### config.mk
export PLATFORM = sky130hd
export DESIGN_NAME = request_encoder
export DESIGN_NICKNAME = d
export VERILOG_FILES = /design/src/rtl/request_encoder.sv
export SDC_FILE = /design/constraint.sdc
export NUM_CORES = 1
export LEC_CHECK = 0
export ABC_AREA = 1
export BUFFER_PORTS_ARGS = -buffer_cell sky130_fd_sc_hd__buf_2
export CAP_MARGIN = 20
export CORE_ASPECT_RATIO = 0.75
export CORE_UTILIZATION = 50
export DETAILED_ROUTE_END_ITERATION = 16
export HOLD_SLACK_MARGIN = 0.02
export PLACE_DENSITY_LB_ADDON = 0.15
export SLEW_MARGIN = 20
export SYNTH_ARGS = -nofsm -noshare
export SYNTH_HDL_FRONTEND = slang
export SYNTH_SLANG_ARGS = --single-unit
### constraint.sdc
create_clock -name clock -period 18.2 [get_ports clock]
set_input_delay 2.73 -clock clock [delete_from_list [all_inputs] [get_ports clock]]
set_output_delay 2.73 -clock clock [all_outputs]
set_load 0.02 [all_outputs]
### src/rtl/request_encoder.sv
// request_encoder: sequential N-to-IW encoder (N = 2**IW request lines).
// Collects one-cycle request pulses into a pending register and hands them
// out one index at a time over a valid/ready handshake.
// Optional macro ROUND_ROBIN_EN: rotating priority based on the last accepted
// index. Without it, the lowest pending index always wins.
module request_encoder #(
    parameter int IW = 5
) (
    input  logic                 clock,
    input  logic                 reset,
    input  logic [2**IW-1:0]     req_in,
    output logic [IW-1:0]        out_idx,
    output logic                 out_valid,
    input  logic                 out_ready,
    output logic [IW:0]          pend_count
);

    localparam int N = 2**IW;

    logic [N-1:0]  pending_reg;
    logic [N-1:0]  pending_next;
    logic [IW-1:0] out_idx_reg;
    logic [IW-1:0] out_idx_next;
    logic          out_valid_reg;
    logic          out_valid_next;
    logic [IW:0]   pend_count_reg;
    logic [IW:0]   pend_count_next;

    logic [N-1:0]  idx_onehot;
    logic [N-1:0]  cand;
    logic          cand_any;
    logic [IW-1:0] sel;
    logic          accept;

`ifdef ROUND_ROBIN_EN
    logic [IW-1:0]  last_reg;
    logic [IW-1:0]  last_next;
    logic [IW-1:0]  scan_start;
    logic [2*N-1:0] cand_dbl;
    logic [N-1:0]   cand_rot;
    logic [IW-1:0]  rot_off;
`endif

    // Decode the presented index into a one-hot mask.
    generate
        for (genvar gi = 0; gi < N; gi++) begin : g_onehot
            assign idx_onehot[gi] = (out_idx_reg == IW'(gi));
        end
    endgenerate

    assign accept   = out_valid_reg & out_ready;
    // The presented index is never re-selected while it is being offered.
    assign cand     = out_valid_reg ? (pending_reg & ~idx_onehot) : pending_reg;
    assign cand_any = |cand;

`ifdef ROUND_ROBIN_EN
    // Rotating priority: scan from last+1 upward, wrapping, last index scanned last.
    always_comb begin
        scan_start = last_reg + 1'b1;
        cand_dbl   = {cand, cand} >> scan_start;
        cand_rot   = cand_dbl[N-1:0];
        rot_off    = '0;
        for (int i = N - 1; i >= 0; i--) begin
            if (cand_rot[i]) begin
                rot_off = IW'(i);
            end
        end
        sel       = rot_off + scan_start;
        last_next = accept ? out_idx_reg : last_reg;
    end
`else
    // Fixed priority: lowest set index of the candidate set.
    always_comb begin
        sel = '0;
        for (int i = N - 1; i >= 0; i--) begin
            if (cand[i]) begin
                sel = IW'(i);
            end
        end
    end
`endif

    // Pending capture, output register update and population count.
    always_comb begin
        pending_next   = (pending_reg & ~(accept ? idx_onehot : '0)) | req_in;
        out_idx_next   = out_idx_reg;
        out_valid_next = out_valid_reg;
        if (!out_valid_reg || accept) begin
            if (cand_any) begin
                out_idx_next   = sel;
                out_valid_next = 1'b1;
            end else begin
                out_valid_next = 1'b0;
            end
        end
        pend_count_next = '0;
        for (int i = 0; i < N; i++) begin
            pend_count_next = pend_count_next + {{IW{1'b0}}, pending_next[i]};
        end
    end

    // State registers; reset dominates, discarding any accept in that cycle.
    always_ff @(posedge clock) begin
        if (reset) begin
            pending_reg    <= '0;
            out_idx_reg    <= '0;
            out_valid_reg  <= 1'b0;
            pend_count_reg <= '0;
        end else begin
            pending_reg    <= pending_next;
            out_idx_reg    <= out_idx_next;
            out_valid_reg  <= out_valid_next;
            pend_count_reg <= pend_count_next;
        end
    end

`ifdef ROUND_ROBIN_EN
    // Last-grant pointer, updated on every accepted index.
    always_ff @(posedge clock) begin
        if (reset) begin
            last_reg <= '0;
        end else begin
            last_reg <= last_next;
        end
    end
`endif

    assign out_idx    = out_idx_reg;
    assign out_valid  = out_valid_reg;
    assign pend_count = pend_count_reg;

endmodule

======== Word-level counts from Yosys, hierarchy flattened ========
Index checks and enable logic that the tools add are counted.
storage, ports and cells
  logic and storage cells ................. 112
  bits in registers ....................... 44
  input bits .............................. 35
  output and inout port bits .............. 12
operators by class
  bitwise logic cells ..................... 6
  eq/ne operators ......................... 31
  reductions and logical operators ........ 5
  $add $sub $neg .......................... 31
  mux-type cells .......................... 35
operators with widths
  cell                  count
  $mux W5               32
  $add A6 B1 Y6         26
  $eq A5 B5 Y1 const B  16
  $and A32 B32 Y32      2
  $mux W32              2
  $not A32 Y32          2
  $eq A5 B4 Y1 const B  8
  $or A32 B32 Y32       1
  $reduce_or A32 Y1     1
  $eq A5 B3 Y1 const B  4
  $eq A5 B2 Y1 const B  2
  $add A5 B1 Y6         1
  $add A4 B1 Y5         1
  $eq A5 B1 Y1 const B  1
  $logic_not A5 Y1      1
  $add A3 B1 Y4         1
  $add A2 B1 Y3         1
  $add A1 B1 Y2         1
  $reduce_and A2 Y1     1
  $and A1 B1 Y1         1
  $logic_not A1 Y1      1
  $logic_or A1 B1 Y1    1
  $mux W1               1

======== Longest topological paths before layout ========
Gate-level depths: netlist (run 1).
  depth in word-level cells ............... 36
  mapped depth ............................ 38
  gate-level depth less buffers ........... 37

======== Worst setup path after synthesis (run 1) ========
Ideal clock, no wire load.
  path kind ............................... in2reg
  start point ............................. in out_ready
  end point ............................... reg pend_count_reg[4] (netlist: pend_count[4])
  required time ........................... 18.081 ns
  cell stages on the path ................. 23
  slack ................................... 10.470 ns
  path buffers ............................ 1
  setup time .............................. 0.119 ns
  data arrival time ....................... 7.611 ns
  path through ............................ nand2_1 inv_1 clkbuf_1 nand3_1 a21oi_1 fa_1 inv_1 fa_1 fa_1 fa_1 fa_1 fa_1 ha_1 inv_1 fa_1 inv_1 nand2_1 inv_1 nor2_1 nor2_1 nor2_1 o21ai_0 a21oi_1
on the way
  word-level cells in the longest chain between the ends .. 36
RTL lines
  element                      RTL line  text
  from (decl)                  14        input logic out_ready,
  $and A1 B1 Y1 (*)            51        assign accept = out_valid_reg & out_ready;
  $mux W32 (*)                 85        pending_next = (pending_reg & ~(accept ? idx_onehot : '0)) | req_in;
  $not A32 Y32 (*)             85
  $and A32 B32 Y32 (*)         85
  $or A32 B32 Y32 (*)          85
  $add A1 B1 Y2                98        pend_count_next = pend_count_next + {{IW{1'b0}}, pending_next[i]};
  $add A2 B1 Y3                98
  $add A3 B1 Y4                98
  $add A4 B1 Y5                98
  $add A5 B1 Y6                98
  $add A6 B1 Y6 (25 in a row)  98
  $add A6 B1 Y6 (*)            98
  to (signal assigned)         113       pend_count_reg <= pend_count_next;
  to (decl)                    26        logic [IW:0] pend_count_reg;
Mark *: on every way between the ends. The rest lies on a longest branch, timed or not.
A chain may end at the register's enable or synchronous reset.

======== Final worst setup path (run 1) ========
Same ends and word-level chain as after synthesis.

==> results of run 1 <==
worst max path at each step:
stage / to / slack [ps] / cells past startpoint
6_report: pend_count[4] / 10070 / 23
5_1_grt: pend_count[4] / 9610 / 23
4_1_cts: pend_count[4] / 10100 / 23
3_5_place_dp: pend_count[4] / 9790 / 23
3_3_place_gp: pend_count[4] / 9950 / 23
2_1_floorplan: pend_count[4] / 10470 / 23
critical path, cell delays in order:
cell and delay [ps]:
sky130_fd_sc_hd__buf_2 80, sky130_fd_sc_hd__nand2_1 320, sky130_fd_sc_hd__inv_1 540, sky130_fd_sc_hd__nand3_1 150, sky130_fd_sc_hd__a21oi_1 300, sky130_fd_sc_hd__fa_1 480
sky130_fd_sc_hd__inv_1 90, sky130_fd_sc_hd__fa_1 430, sky130_fd_sc_hd__fa_1 470, sky130_fd_sc_hd__fa_1 600, sky130_fd_sc_hd__fa_1 450, sky130_fd_sc_hd__fa_1 520
sky130_fd_sc_hd__ha_1 150, sky130_fd_sc_hd__inv_1 60, sky130_fd_sc_hd__fa_1 400, sky130_fd_sc_hd__inv_1 70, sky130_fd_sc_hd__nand2_1 50, sky130_fd_sc_hd__inv_1 60
sky130_fd_sc_hd__nor2_1 40, sky130_fd_sc_hd__nor2_1 80, sky130_fd_sc_hd__nor2_1 50, sky130_fd_sc_hd__o21ai_0 150, sky130_fd_sc_hd__a21oi_1 50
through the flow:
| stage | instance area, um2 | util, % | hold WS (ps) |
|---|---|---|---|
| finish | 3420 | 58.6 | 517 |
| global route | 3420 | 58.6 | 557 |
| CTS | 3420 | 58.6 | 516 |
| detailed placement | 3300 | 56.7 | 501 |
| global placement | 3300 | 56.7 | 491 |
| floorplan | 3030 | - | 480 |
metal layers:
metal  vias up  part of all wire [%]
met1      1371                    47
met5         -                     0
li1       1470                     -
met4         0                   1.1
met3        12                   9.9
met2       128                    42
power breakdown:
part	internal [mW]	total, mW	switching, mW
Sequential	0.110	0.117	0.00681
Clock	0.0407	0.0780	0.0373
Combinational	0.112	0.276	0.163
Total	0.263	0.471	0.208
logic make-up after synthesis:
logic type,synth area share (%)
and+or+nand+nor,27.6
AOI/OAI and AO/OA,15.8
buffers and inverters,8.87
DFF,29.1
adders and majority gates,18.7
cells in the final DEF (no fill, tap or decap), types with 3 or more instances in the layout:
| cell | synthesis | routed |
|---|---|---|
| sky130_fd_sc_hd__nor2_1 | 53 | 53 |
| sky130_fd_sc_hd__fa_1 | 24 | 24 |
| sky130_fd_sc_hd__o21ai_0 | 42 | 42 |
| sky130_fd_sc_hd__clkbuf_8 | 0 | 5 |
| sky130_fd_sc_hd__a21oi_1 | 37 | 37 |
| sky130_fd_sc_hd__nand3_1 | 32 | 32 |
| sky130_fd_sc_hd__ha_1 | 7 | 7 |
| sky130_fd_sc_hd__dfxtp_1 | 44 | 44 |
| sky130_fd_sc_hd__nand2_1 | 111 | 111 |
| sky130_fd_sc_hd__a31oi_1 | 3 | 3 |
| sky130_fd_sc_hd__buf_2 | 1 | 46 |
| sky130_fd_sc_hd__inv_1 | 56 | 56 |
area by class of cell:
cell class,count,area (um2),area share (%)
clock buffer,5,68.8,2.01
clock inverter,3,42.5,1.25
inverter,57,214,6.26
multi-input combinational,325,1880,55.1
sequential,44,881,25.8
tap,78,97.6,2.86
timing repair buffer,46,230,6.74
==> report_table.html, run 1 <==
<table>
<tr><th>Metric</th><th>Value</th></tr>
<tr><th colspan="2">Timing</th></tr>
<tr><td>RSZ-0062 raised after global routing</td><td>no</td></tr>
<tr><td>Clock tree skew after final layout</td><td>11.1 ps</td></tr>
<tr><td>Count of endpoints failing hold in the final timing report</td><td>0</td></tr>
<tr><td>Achievable clock frequency</td><td>0.123 GHz</td></tr>
<tr><td>Max-slew headroom</td><td>44.8%</td></tr>
<tr><td>Clock period minus worst slack</td><td>8130 ps</td></tr>
<tr><td>Tightest Pin Transition</td><td>826 ps</td></tr>
<tr><td>Crit path setup slack, layout</td><td>10,070 ps</td></tr>
<tr><td>Number of setup violations in the final report</td><td>0</td></tr>
<tr><td>Count of final max-slew check failures</td><td>0</td></tr>
<tr><td>Post-route setup TNS</td><td>0 ps</td></tr>
<tr><td>Portion of the clock cycle consumed by the worst path in the final layout</td><td>44.7%</td></tr>
<tr><th colspan="2">Critical path</th></tr>
<tr><td>Worst Path Max Fanout</td><td>18</td></tr>
<tr><td>Critical R2R Capture</td><td>pend_count[4]</td></tr>
<tr><td>Critical path required time</td><td>18,400 ps</td></tr>
<tr><td>Cell depth of the worst flop-to-flop path</td><td>22</td></tr>
<tr><td>WP data arrival</td><td>8330 ps</td></tr>
<tr><td>Launch point of the worst reg-to-reg path</td><td>out_valid</td></tr>
<tr><td>Type of the setup path with the least slack</td><td>in -&gt; reg</td></tr>
<tr><td>Startpoint of the worst setup timing path</td><td>out_ready</td></tr>
<tr><td>Reg-to-reg setup timing slack</td><td>11,620 ps</td></tr>
<tr><td>Crit path launch type</td><td>input port</td></tr>
<tr><td>Worst setup EP type</td><td>flop</td></tr>
<tr><th colspan="2">Final layout</th></tr>
<tr><td>Post-route insts no fill</td><td>558</td></tr>
<tr><td>Flip-flop count of the largest register after layout</td><td>32</td></tr>
<tr><td>Number of filler cells placed in the layout</td><td>581</td></tr>
<tr><td>Number of nets in the final layout</td><td>545</td></tr>
<tr><td>Fraction of final layout cells sized beyond drive strength 1</td><td>13.1%</td></tr>
<tr><td>Layout-stage area growth over the synthesis result</td><td>12.7%</td></tr>
<tr><td>Total inserted antenna cells</td><td>0</td></tr>
<tr><th colspan="2">CTS</th></tr>
<tr><td>Cell chosen for the clock root</td><td>sky130_fd_sc_hd__clkbuf_8</td></tr>
<tr><td>Buffers inserted during post-CTS setup optimization</td><td>0</td></tr>
<tr><td>Worst skew pair latency</td><td>310 ps</td></tr>
<tr><td>Maximum buffer depth of the clock tree</td><td>2</td></tr>
<tr><td>Number of CTS-inserted buffers</td><td>5</td></tr>
<tr><td>Clock sink count</td><td>44</td></tr>
<tr><td>Reg clk slew, reported paths</td><td>100 ps</td></tr>
<tr><td>Number of H-tree levels</td><td>2</td></tr>
<tr><td>Number of hold buffers added after cts</td><td>0</td></tr>
<tr><td># resized after CTS</td><td>0</td></tr>
<tr><td>CTS tree</td><td>built</td></tr>
<tr><th colspan="2">Hold path</th></tr>
<tr><td>End point of the most critical hold path</td><td>pending_reg[12]</td></tr>
<tr><td>Worst min-delay path class</td><td>reg -&gt; reg</td></tr>
<tr><td>Cells on Worst Hold Path</td><td>2</td></tr>
<tr><td>Worst hold path startpoint</td><td>pending_reg[12]</td></tr>
<tr><th colspan="2">Global route</th></tr>
<tr><td>Number of antenna violations at the first check in global routing</td><td>0</td></tr>
<tr><td>Global-route wire length before repair</td><td>13,200 um</td></tr>
<tr><td>Largest net degree at the start of global routing</td><td>40</td></tr>
<tr><td>Met1 GRT Util</td><td>39.4%</td></tr>
<tr><td>Global-route congestion overflow total</td><td>0</td></tr>
<tr><td>GRT Total Usage</td><td>26.8%</td></tr>
<tr><td>Number of global-route vias before repair</td><td>2,787</td></tr>
<tr><td>Met3 GRT Util</td><td>8.99%</td></tr>
<tr><td>Met2 Usage GRT</td><td>38.0%</td></tr>
<tr><td>Highest-utilization routing layer at the global route stage</td><td>met1</td></tr>
<tr><th colspan="2">Floorplan</th></tr>
<tr><td>Die extent in x</td><td>91.9 um</td></tr>
<tr><td>Starting density of the core</td><td>52.0%</td></tr>
<tr><td>Floorplan die area</td><td>6380 um2</td></tr>
<tr><td>IO Count</td><td>47</td></tr>
<tr><td># rows</td><td>24</td></tr>
<tr><td>Area of the core</td><td>5830 um2</td></tr>
<tr><td>Die Ht</td><td>69.4 um</td></tr>
<tr><th colspan="2">Logic synthesis</th></tr>
<tr><td>Share of synthesized registers carrying an async set or reset</td><td>0%</td></tr>
<tr><td>Number of distinct library cell variants in the gate-level netlist after synthesis</td><td>26</td></tr>
<tr><td>Synth Cell Area</td><td>3030 um2</td></tr>
<tr><td>Number of synthesized flops with an enable pin</td><td>0</td></tr>
<tr><td>Cell types with the largest area share after synthesis</td><td>sky130_fd_sc_hd__dfxtp_1 29%, sky130_fd_sc_hd__fa_1 16%, sky130_fd_sc_hd__nand2_1 14%, sky130_fd_sc_hd__inv_1 6.9%, sky130_fd_sc_hd__o21ai_0 6.9%</td></tr>
<tr><td>Most common flop cell mapped by yosys</td><td>sky130_fd_sc_hd__dfxtp_1</td></tr>
<tr><td>Sequential element share of the synthesized area</td><td>29.1%</td></tr>
<tr><td>Nets in the synthesized netlist</td><td>506</td></tr>
<tr><td>Post-synthesis register bit count</td><td>44</td></tr>
<tr><td>Average cell area after synthesis</td><td>6.89 um2</td></tr>
<tr><td>Leading cell type by number of instances after synthesis</td><td>sky130_fd_sc_hd__nand2_1</td></tr>
<tr><td>Cell types with the highest counts after synthesis</td><td>111 x sky130_fd_sc_hd__nand2_1, 56 x sky130_fd_sc_hd__inv_1, 53 x sky130_fd_sc_hd__nor2_1, 44 x sky130_fd_sc_hd__dfxtp_1, 42 x sky130_fd_sc_hd__o21ai_0</td></tr>
<tr><td>Portion of synthesized cell area occupied by the leading cell type</td><td>29.1%</td></tr>
<tr><td>Dominant cell type by area after synthesis</td><td>sky130_fd_sc_hd__dfxtp_1</td></tr>
<tr><td>Post-synthesis cell count</td><td>440</td></tr>
<tr><td>Total number of yosys warnings</td><td>0</td></tr>
<tr><th colspan="2">Power</th></tr>
<tr><td>Ratio of total power to cell area</td><td>138 nW/um2</td></tr>
<tr><td>VDD IR-drop max</td><td>0.199 mV</td></tr>
<tr><td>Leakage</td><td>1.66 nW</td></tr>
<tr><td>Total power consumption of the routed design</td><td>0.471 mW</td></tr>
<tr><th colspan="2">Route</th></tr>
<tr><td>Number of violations reported at the end of detailed-routing iteration 0</td><td>361</td></tr>
<tr><td>Number of DRC violations after detailed routing</td><td>0</td></tr>
<tr><td>WL final</td><td>7960 um</td></tr>
<tr><td>Mean routed wirelength per cell</td><td>14.3 um</td></tr>
<tr><td>Total number of vias</td><td>2,981</td></tr>
<tr><td>Count of nets left with antenna violations after detail routing</td><td>0</td></tr>
<tr><td>Vias per Instance</td><td>5.34</td></tr>
<tr><td>First-pass iteration count of the detailed router</td><td>5</td></tr>
<tr><th colspan="2">Placed design</th></tr>
<tr><td>Count of input and output buffers</td><td>46</td></tr>
<tr><td>Number of instances in the placed design</td><td>550</td></tr>
<tr><td>RePlAce Congestion</td><td>0.936</td></tr>
<tr><td>Final HPWL from detailed placement</td><td>6380 um</td></tr>
<tr><td>Setup Slack @ Placement</td><td>9790 ps</td></tr>
<tr><th colspan="2">Job</th></tr>
<tr><td>Max-cap violations</td><td>0</td></tr>
<tr><th colspan="2">Run status</th></tr>
<tr><td>Status</td><td>finished, final reports clean</td></tr>
</table>
(Power assumes the default switching activity.)
==> run 2, diff against run 1 <==
clock period = 8.3 ns   (was 18.2 ns; I/O delays follow)
==> report_table.html, run 2 (synthesis gave the netlist of run 1 again) <==
<table>
<tr><th>Metric</th><th>Value</th></tr>
<tr><th colspan="2">Placed design</th></tr>
<tr><td>Number of instances in the placed design</td><td>551</td></tr>
<tr><td>RePlAce Congestion</td><td>0.943</td></tr>
<tr><td>Count of input and output buffers</td><td>46</td></tr>
<tr><td>Final HPWL from detailed placement</td><td>6450 um</td></tr>
<tr><th colspan="2">Global route</th></tr>
<tr><td>Number of global-route vias before repair</td><td>2,680</td></tr>
<tr><td>Global-route wire length before repair</td><td>13,300 um</td></tr>
<tr><td>GRT Total Usage</td><td>27.1%</td></tr>
<tr><td>Number of antenna violations at the first check in global routing</td><td>0</td></tr>
<tr><td>Largest net degree at the start of global routing</td><td>40</td></tr>
<tr><td>Global-route congestion overflow total</td><td>0</td></tr>
<tr><th colspan="2">Final layout</th></tr>
<tr><td>Flip-flop count of the largest register after layout</td><td>32</td></tr>
<tr><td>Most common cell after layout, fill and taps aside</td><td>sky130_fd_sc_hd__nand2_1</td></tr>
<tr><td>Layout-stage area growth over the synthesis result</td><td>12.8%</td></tr>
<tr><td>Post-route insts no fill</td><td>559</td></tr>
<tr><td>Number of nets in the final layout</td><td>546</td></tr>
<tr><td>Most frequent cells in the layout</td><td>111 x sky130_fd_sc_hd__nand2_1, 56 x sky130_fd_sc_hd__inv_1, 53 x sky130_fd_sc_hd__nor2_1, 46 x sky130_fd_sc_hd__buf_2, 44 x sky130_fd_sc_hd__dfxtp_1</td></tr>
<tr><td>Total inserted antenna cells</td><td>0</td></tr>
<tr><td>Fraction of final layout cells sized beyond drive strength 1</td><td>13.1%</td></tr>
<tr><th colspan="2">Critical path</th></tr>
<tr><td>Type of the setup path with the least slack</td><td>in -&gt; reg</td></tr>
<tr><td>Critical path required time</td><td>8500 ps</td></tr>
<tr><td>CP Cell Sequence</td><td>buf_2, nand2_1, inv_1, nand3_1, a21oi_1, fa_1, inv_1, fa_1, fa_1, fa_1, fa_1, fa_1, ha_1, inv_1, fa_1, inv_1, nand2_1, inv_1, nor2_1, nor2_1, nor2_1, o21ai_0, a21oi_1</td></tr>
<tr><td>Cell with the most instances on the worst path</td><td>sky130_fd_sc_hd__fa_1</td></tr>
<tr><td>Crit path launch type</td><td>input port</td></tr>
<tr><td>WP data arrival</td><td>6820 ps</td></tr>
<tr><td>Worst setup EP type</td><td>flop</td></tr>
<tr><td>CP max-delay cell</td><td>sky130_fd_sc_hd__fa_1</td></tr>
<tr><td>Biggest cell delay along the critical path</td><td>580 ps</td></tr>
<tr><td>Worst Path Max Fanout</td><td>18</td></tr>
<tr><th colspan="2">Timing</th></tr>
<tr><td>Count of endpoints failing hold in the final timing report</td><td>0</td></tr>
<tr><td>Max-slew headroom</td><td>50.7%</td></tr>
<tr><td>Achievable clock frequency</td><td>0.151 GHz</td></tr>
<tr><td>Tightest Pin Transition</td><td>739 ps</td></tr>
<tr><td>RSZ-0062 raised after global routing</td><td>no</td></tr>
<tr><td>Clock tree skew after final layout</td><td>9.37 ps</td></tr>
<tr><td>Clock period minus worst slack</td><td>6620 ps</td></tr>
<tr><td>Count of final max-slew check failures</td><td>0</td></tr>
<tr><td>Portion of the clock cycle consumed by the worst path in the final layout</td><td>79.8%</td></tr>
<tr><td>Number of setup violations in the final report</td><td>0</td></tr>
<tr><td>Post-route setup TNS</td><td>0 ps</td></tr>
<tr><th colspan="2">Floorplan</th></tr>
<tr><td>Area of the core</td><td>5830 um2</td></tr>
<tr><td>Die extent in x</td><td>91.9 um</td></tr>
<tr><td>IO Count</td><td>47</td></tr>
<tr><td>Starting density of the core</td><td>52.0%</td></tr>
<tr><td>Die Ht</td><td>69.4 um</td></tr>
<tr><td># rows</td><td>24</td></tr>
<tr><td>Floorplan die area</td><td>6380 um2</td></tr>
<tr><th colspan="2">Route</th></tr>
<tr><td>Number of DRC violations after detailed routing</td><td>0</td></tr>
<tr><td>First-pass iteration count of the detailed router</td><td>5</td></tr>
<tr><td>Count of nets left with antenna violations after detail routing</td><td>0</td></tr>
<tr><td>Number of violations reported at the end of detailed-routing iteration 0</td><td>298</td></tr>
<tr><td>Total number of vias</td><td>2,978</td></tr>
<tr><td>Vias per Instance</td><td>5.33</td></tr>
<tr><td>Mean routed wirelength per cell</td><td>14.3 um</td></tr>
<tr><td>WL final</td><td>7990 um</td></tr>
<tr><th colspan="2">Job</th></tr>
<tr><td>Max-cap violations</td><td>0</td></tr>
<tr><th colspan="2">CTS</th></tr>
<tr><td>Reg clk slew, reported paths</td><td>90 ps</td></tr>
<tr><td>Worst skew pair latency</td><td>300 ps</td></tr>
<tr><td>Number of CTS-inserted buffers</td><td>5</td></tr>
<tr><td>Buffers inserted during post-CTS setup optimization</td><td>0</td></tr>
<tr><td>Number of H-tree levels</td><td>2</td></tr>
<tr><td>Maximum buffer depth of the clock tree</td><td>2</td></tr>
<tr><td>Clock sink count</td><td>44</td></tr>
<tr><td>Cell chosen for the clock root</td><td>sky130_fd_sc_hd__clkbuf_8</td></tr>
<tr><td># resized after CTS</td><td>0</td></tr>
<tr><td>Number of hold buffers added after cts</td><td>0</td></tr>
<tr><td>CTS tree</td><td>built</td></tr>
<tr><th colspan="2">Power</th></tr>
<tr><td>Leakage</td><td>1.66 nW</td></tr>
<tr><td>Ratio of total power to cell area</td><td>301 nW/um2</td></tr>
<tr><td>VDD IR-drop max</td><td>0.442 mV</td></tr>
<tr><th colspan="2">Hold path</th></tr>
<tr><td>Worst min-delay path class</td><td>reg -&gt; reg</td></tr>
<tr><th colspan="2">Run status</th></tr>
<tr><td>Status</td><td>finished, final reports clean</td></tr>
</table>
[run 2: path summary, 6_finish.rpt]
| check | start | end | slack [ps] | cells past startpoint |
|---|---|---|---|---|
| hold reg to reg | pending_reg[27] | pending_reg[27] | 510 | 2 |
| setup reg to reg | out_valid | pend_count[4] | 1710 | 22 |
| hold / removal | pending_reg[27] | pending_reg[27] | 510 | 2 |
| setup / recovery | out_ready | pend_count[4] | 1680 | 23 |
[run 2: worst max-delay path: cells and delay by family]
kind | cells | cell delay [ps]
AOI/OAI and AO/OA | 3 | 470
adders and majority gates | 8 | 3510
buffers and inverters | 6 | 900
and+or+nand+nor | 6 | 680
[run 2: metrics by stage]
stage          total power [mW]  setup WS [ps]  util (%)  area, um2  hold WS, ps
3_3_place_gp              0.856           1540      56.9       3310          492
6_report                   1.03           1680      58.7       3420          515
4_1_cts                    1.04           1700      58.7       3420          518
2_1_floorplan             0.739           2050         -       3030          480
3_5_place_dp              0.870           1370      56.9       3310          505
5_1_grt                    1.16           1250      58.7       3420          544
[run 2: final cells by class]
cell class              count  area, um2
fillers                   587       2410
multi-input cells         325       1880
flip-flops and latches     44        881
repair buffers             47        238
inverters                  57        214
well taps                  78       97.6
clock buffers               6       72.6
clock inverters             2       35.0
[run 2: routing by layer]
metal	share of wire, %	routed length, um	track usage (%)	up-vias
met5	0	0	0	-
met4	0.81	65	5.73	0
met3	8.2	655	6.25	7
li1	-	-	-	1473
met2	43	3430	39.8	96
met1	48	3840	40.7	1402
[run 2: power by group]
group          internal, mW  switching, mW
Sequential            0.242         0.0138
Clock                0.0895         0.0769
Combinational         0.245          0.360
Total                 0.577          0.451
